===== src/rtl/fft_frame_loader.sv =====
// fft_frame_loader: ping-pong buffer that gathers 8 complex samples per frame
// and presents each complete frame in parallel to an 8-point FFT.
module fft_frame_loader #(
    parameter int DATA_W = 8
) (
    input  logic              clk,
    input  logic              rst,
    input  logic              s_valid,
    output logic              s_ready,
    input  logic [DATA_W-1:0] s_real,
    input  logic [DATA_W-1:0] s_img,
    input  logic              s_last,
    output logic              frame_valid,
    input  logic              frame_ready,
    output logic [DATA_W-1:0] x0_real,
    output logic [DATA_W-1:0] x1_real,
    output logic [DATA_W-1:0] x2_real,
    output logic [DATA_W-1:0] x3_real,
    output logic [DATA_W-1:0] x4_real,
    output logic [DATA_W-1:0] x5_real,
    output logic [DATA_W-1:0] x6_real,
    output logic [DATA_W-1:0] x7_real,
    output logic [DATA_W-1:0] x0_img,
    output logic [DATA_W-1:0] x1_img,
    output logic [DATA_W-1:0] x2_img,
    output logic [DATA_W-1:0] x3_img,
    output logic [DATA_W-1:0] x4_img,
    output logic [DATA_W-1:0] x5_img,
    output logic [DATA_W-1:0] x6_img,
    output logic [DATA_W-1:0] x7_img,
    output logic              sync_err,
    output logic [7:0]        frame_cnt
);
    logic [DATA_W-1:0] bank_re [2][8];
    logic [DATA_W-1:0] bank_im [2][8];
    logic [2:0]        wr_idx;
    logic              wr_bank;
    logic              rd_bank;
    logic [1:0]        full;
    logic              accept;
    logic              consume;

    assign s_ready     = ~full[wr_bank];
    assign frame_valid = full[rd_bank];
    assign accept      = s_valid & s_ready;
    assign consume     = frame_valid & frame_ready;

    assign x0_real = frame_valid ? bank_re[rd_bank][0] : '0;
    assign x1_real = frame_valid ? bank_re[rd_bank][1] : '0;
    assign x2_real = frame_valid ? bank_re[rd_bank][2] : '0;
    assign x3_real = frame_valid ? bank_re[rd_bank][3] : '0;
    assign x4_real = frame_valid ? bank_re[rd_bank][4] : '0;
    assign x5_real = frame_valid ? bank_re[rd_bank][5] : '0;
    assign x6_real = frame_valid ? bank_re[rd_bank][6] : '0;
    assign x7_real = frame_valid ? bank_re[rd_bank][7] : '0;
    assign x0_img  = frame_valid ? bank_im[rd_bank][0] : '0;
    assign x1_img  = frame_valid ? bank_im[rd_bank][1] : '0;
    assign x2_img  = frame_valid ? bank_im[rd_bank][2] : '0;
    assign x3_img  = frame_valid ? bank_im[rd_bank][3] : '0;
    assign x4_img  = frame_valid ? bank_im[rd_bank][4] : '0;
    assign x5_img  = frame_valid ? bank_im[rd_bank][5] : '0;
    assign x6_img  = frame_valid ? bank_im[rd_bank][6] : '0;
    assign x7_img  = frame_valid ? bank_im[rd_bank][7] : '0;

    // A write bank is never full while accepting, so fill and drain always touch different banks.
    always_ff @(posedge clk or negedge rst) begin
        if (!rst) begin
            wr_idx    <= '0;
            wr_bank   <= 1'b0;
            rd_bank   <= 1'b0;
            full      <= '0;
            frame_cnt <= '0;
            sync_err  <= 1'b0;
            for (int b = 0; b < 2; b++) begin
                for (int k = 0; k < 8; k++) begin
                    bank_re[b][k] <= '0;
                    bank_im[b][k] <= '0;
                end
            end
        end else begin
            sync_err <= 1'b0;
            if (accept) begin
                bank_re[wr_bank][wr_idx] <= s_real;
                bank_im[wr_bank][wr_idx] <= s_img;
                if (wr_idx == 3'd7) begin
                    full[wr_bank] <= 1'b1;
                    wr_bank       <= ~wr_bank;
                    wr_idx        <= '0;
                    sync_err      <= ~s_last;
                end else if (s_last) begin
                    wr_idx   <= '0;
                    sync_err <= 1'b1;
                end else begin
                    wr_idx <= wr_idx + 3'd1;
                end
            end
            if (consume) begin
                full[rd_bank] <= 1'b0;
                rd_bank       <= ~rd_bank;
                frame_cnt     <= frame_cnt + 8'd1;
            end
        end
    end
endmodule


===== config.mk =====
export PLATFORM = sky130hd
export DESIGN_NAME = fft_frame_loader
export DESIGN_NICKNAME = d
export VERILOG_FILES = /design/src/rtl/fft_frame_loader.sv
export SDC_FILE = /design/constraint.sdc
export NUM_CORES = 1
export LEC_CHECK = 0
export CAP_MARGIN = 0
export CORE_MARGIN = 2
export CORE_UTILIZATION = 57
export CTS_CLUSTER_SIZE = 8
export DETAILED_ROUTE_END_ITERATION = 16
export MAX_ROUTING_LAYER = met4
export PLACE_DENSITY_LB_ADDON = 0.12
export RECOVER_POWER = 50
export SLEW_MARGIN = 20
export SYNTH_ARGS = -nofsm -noshare
export SYNTH_HDL_FRONTEND = slang
export SYNTH_SLANG_ARGS = --single-unit

===== constraint.sdc =====
create_clock -name clk -period 5.4 [get_ports clk]
set_clock_uncertainty 0.1 [all_clocks]
set_input_delay 1.08 -clock clk [delete_from_list [all_inputs] [get_ports clk]]
set_output_delay 1.08 -clock clk [all_outputs]
set_load 0.05 [all_outputs]

==> results.yml <==
outcome:
  status: "finished, violations left"
  violations: "capacitance limit, slew limit"
place:
  dp_worst_setup_slack_ns: 1.76
  io_buffer_count: 159
  hpwl_mm: 16.2
  gp_congestion: 0.751
  placed_area_mm2: 0.0141
die:
  die-area_mm2: 0.0229
  num_rows: 53
  die_w_um: 151
  die_h_um: 151
  core_mm2: 0.0212
  initial_core_util_pct: 58.5
  io_pins: 160
yosys:
  synth_ff_type: "dfrtp_1"
  synth.cell_area_mm2: 0.0124
  synthCells: 923
  ys_warn_count: 0
  synth-seq-cells: 272
  synth.avg_cell_area_um2: 13.4
  syn_nets: 947
  synthArstFlopShare_pct: 100
  ys_seq_area_share_pct: 55.0
  synth-edff-count: 0
  synthDistinctLibCells: 34
global_routing:
  gr-total-overflow: 0
  grt_first_pass_wirelength_mm: 41.3
  antenna_found_initial: 0
  grt_pass1_vias: 7599
  grt_max_degree: 132
  grt_use_total_pct: 23.8
clock_tree:
  clock_latency_ns: 0.50
  h-tree-depth: 2
  path_clk_slew_ns: 0.06
  tritoncts: "yes"
  post_cts.repair.setup_buffers: 0
  hold_buffers: 0
  clock-root-buffer: "clkbuf_16"
  cts_buffers: 39
  cts_resized: 0
  cts_num_sinks: 272
  clk_path_buf_depth: 3
critical_path:
  worst_path_dominant_cell_family: "buffers and inverters"
  crit_path_top_delay_cell: "clkdlybuf4s50_1"
  end_kind: "primary output"
  path_max_fanout: 131
  cp-start-kind: "flip-flop"
  cp_slowest_stage_delay_ns: 0.82
  critPathArrivalTime_ns: 3.07
  critical_path_buf_inv_count: 2
  worst-setup-path-type: "reg -> out"
  crit_chain: "buf_12, mux2i_1, nor2_1, clkdlybuf4s50_1"
  required_ns: 4.22
layout:
  final_layout_size_suffix_gt1_share_pct: 30.3
  nFillCells: 1478
  nets: 1088
  stdcell_area_mm2: 0.0151
  seq_area_mm2: 0.00681
  syn2layout_area_growth_pct: 21.7
  antenna_cells: 0
  final_util_pct: 71.2
  multi_input_area_mm2: 0.00517
routing:
  drc: 0
  vias: 7470
  drtAntennaViolNets: 0
  wl_mm: 25.8
  wl_per_cell_um: 19.3
  first_pass_iters: 4
  vias_per_cell: 5.57
  drtIter0Drc: 315
sta:
  timing.final.hold_violations: 0
  setup_violations: 0
  slew_violations: 131
  fin_ws_ns: 1.15
  fmax_mhz: 235
  max_slew_margin_pct: -116
  tightest_slew_ns: 3.23
  fin_tns_setup_ns: 0
  rsz0062_at_grt: "no"
  min_period_over_period_pct: 78.7
  fin_crit_ns: 4.25
power_and_ir_drop:
  p_leak_nw: 7.04
  p_per_area_mw_per_mm2: 476
  irDropWorstVdd_mv: 0.440
job:
  cap_viol_max_count: 1
worst_hold_path:
  hold_class: "reg -> reg"
## placed cells by master (no fill, tap or decap), drive strengths merged
cell type | netlist | layout
and3 | 2 | 2
nor4b | 2 | 2
a31oi | 1 | 1
o31ai | 1 | 1
nand3 | 4 | 4
nand4 | 1 | 1
nor3b | 4 | 4
buf | 48 | 10
nor2b | 3 | 3
dfrtp | 272 | 272
inv | 1 | 1
nand2b | 1 | 1
o21ai | 1 | 1
clkdlybuf4s50 | 0 | 157
xor2 | 4 | 4
nand2 | 15 | 15
nand4b | 1 | 1
and4bb | 2 | 2
and2b | 3 | 3
o22a | 1 | 1
clkbuf | 21 | 43
a21oi | 1 | 1
ha | 3 | 3
xnor2 | 4 | 4
mux2i | 130 | 130
nor2 | 134 | 134
dlygate4sd3 | 0 | 1
mux2 | 260 | 260
nor3 | 3 | 3
## flip-flops by register name, summed over array words and instances, names as in the netlist
| register | cells |
|---|---|
| sync_err | 1 |
| full | 2 |
| wr_idx | 3 |
| rd_bank | 1 |
| bank_im | 128 |
| bank_re | 128 |
| frame_cnt | 8 |
| wr_bank | 1 |
## per-layer routing
| layer | track usage [%] | part of all wire (%) |
|---|---|---|
| met1 | 34.0 | 48 |
| met2 | 36.6 | 46 |
| met3 | 3.40 | 3.6 |
| met4 | 5.89 | 1.6 |
| met5 | - | 0 |
## worst register-to-register path: stages (launching register included)
cell and delay, ns:
dfrtp_1 0.49, mux2i_4 0.71, buf_4 0.41, inv_1 0.14, nand2_1 0.13, mux2_2 0.34
## where the power goes
group	leakage [nW]	total (mW)	switching (mW)	internal, mW
sequential	3.59	3.03	0.341	2.69
combinational	2.94	2.03	0.983	1.05
clock	0.506	2.10	0.784	1.32
total	7.04	7.17	2.11	5.06
## Yosys cell counts (2+ instances only)
| library cell | instances | area share (%) |
|---|---|---|
| and2b_1 | 2 | 0.12 |
| and3_1 | 2 | 0.10 |
| and4bb_4 | 2 | 0.26 |
| buf_2 | 36 | 1.5 |
| buf_4 | 3 | 0.18 |
| buf_6 | 9 | 0.82 |
| clkbuf_1 | 21 | 0.64 |
| dfrtp_1 | 272 | 55 |
| ha_1 | 3 | 0.30 |
| mux2_2 | 260 | 24 |
| mux2i_1 | 130 | 11 |
| nand2_1 | 6 | 0.18 |
| nand2_2 | 9 | 0.46 |
| nand3_1 | 4 | 0.16 |
| nor2_1 | 133 | 4.0 |
| nor2b_1 | 3 | 0.15 |
| nor3_1 | 3 | 0.12 |
| nor3b_1 | 3 | 0.18 |
| xnor2_1 | 4 | 0.28 |
| xor2_1 | 4 | 0.28 |
## through the flow
| stage | cells | hold slack [ns] | power [mW] |
|---|---|---|---|
| finish | 1340 | 0.374 | 7.17 |
| global route | 1340 | 0.392 | 7.53 |
| CTS | 1340 | 0.382 | 7.22 |
| detailed placement | 1298 | 0.374 | 5.09 |
| global placement | 1298 | 0.359 | 5.02 |
| floorplan | 923 | 0.379 | 4.58 |
## logic make-up after synthesis
family,after synthesis,synth area share [%]
AO/OA/AOI/OAI,5,0.263
XOR/XNOR,8,0.566
adder cells (fa/ha/maj),3,0.303
buffers and inverters,70,3.12
flip-flops,272,55.0
multiplexers,390,34.2
AND/OR/NAND/NOR,175,6.55
## worst paths after layout
path                                          startpoint                  endpoint  slack, ns  cells past startpoint
max in group asynchronous                            rst       rd_bank$_DFFE_PN0P_       1.43                      1
worst min-delay path            frame_cnt[7]$_DFFE_PN0P_  frame_cnt[7]$_DFFE_PN0P_       0.37                      1
min in group asynchronous                            rst  frame_cnt[0]$_DFFE_PN0P_       1.52                      1
worst max-delay path                 rd_bank$_DFFE_PN0P_                 x0_img[4]       1.15                      4
worst min register to register  frame_cnt[7]$_DFFE_PN0P_  frame_cnt[7]$_DFFE_PN0P_       0.37                      1
worst max register to register         full[0]$_DFF_PN0_  frame_cnt[1]$_DFFE_PN0P_       2.97                      5
## final cells by class
class	count	area share (%)
Clock buffer	42	6.84
Inverter	1	0.0249
Multi-Input combinational cell	581	34.3
Sequential cell	272	45.2
Tap cell	275	2.28
Timing Repair Buffer	169	11.3
No activity file was read; power rests on OpenSTA's default activity.
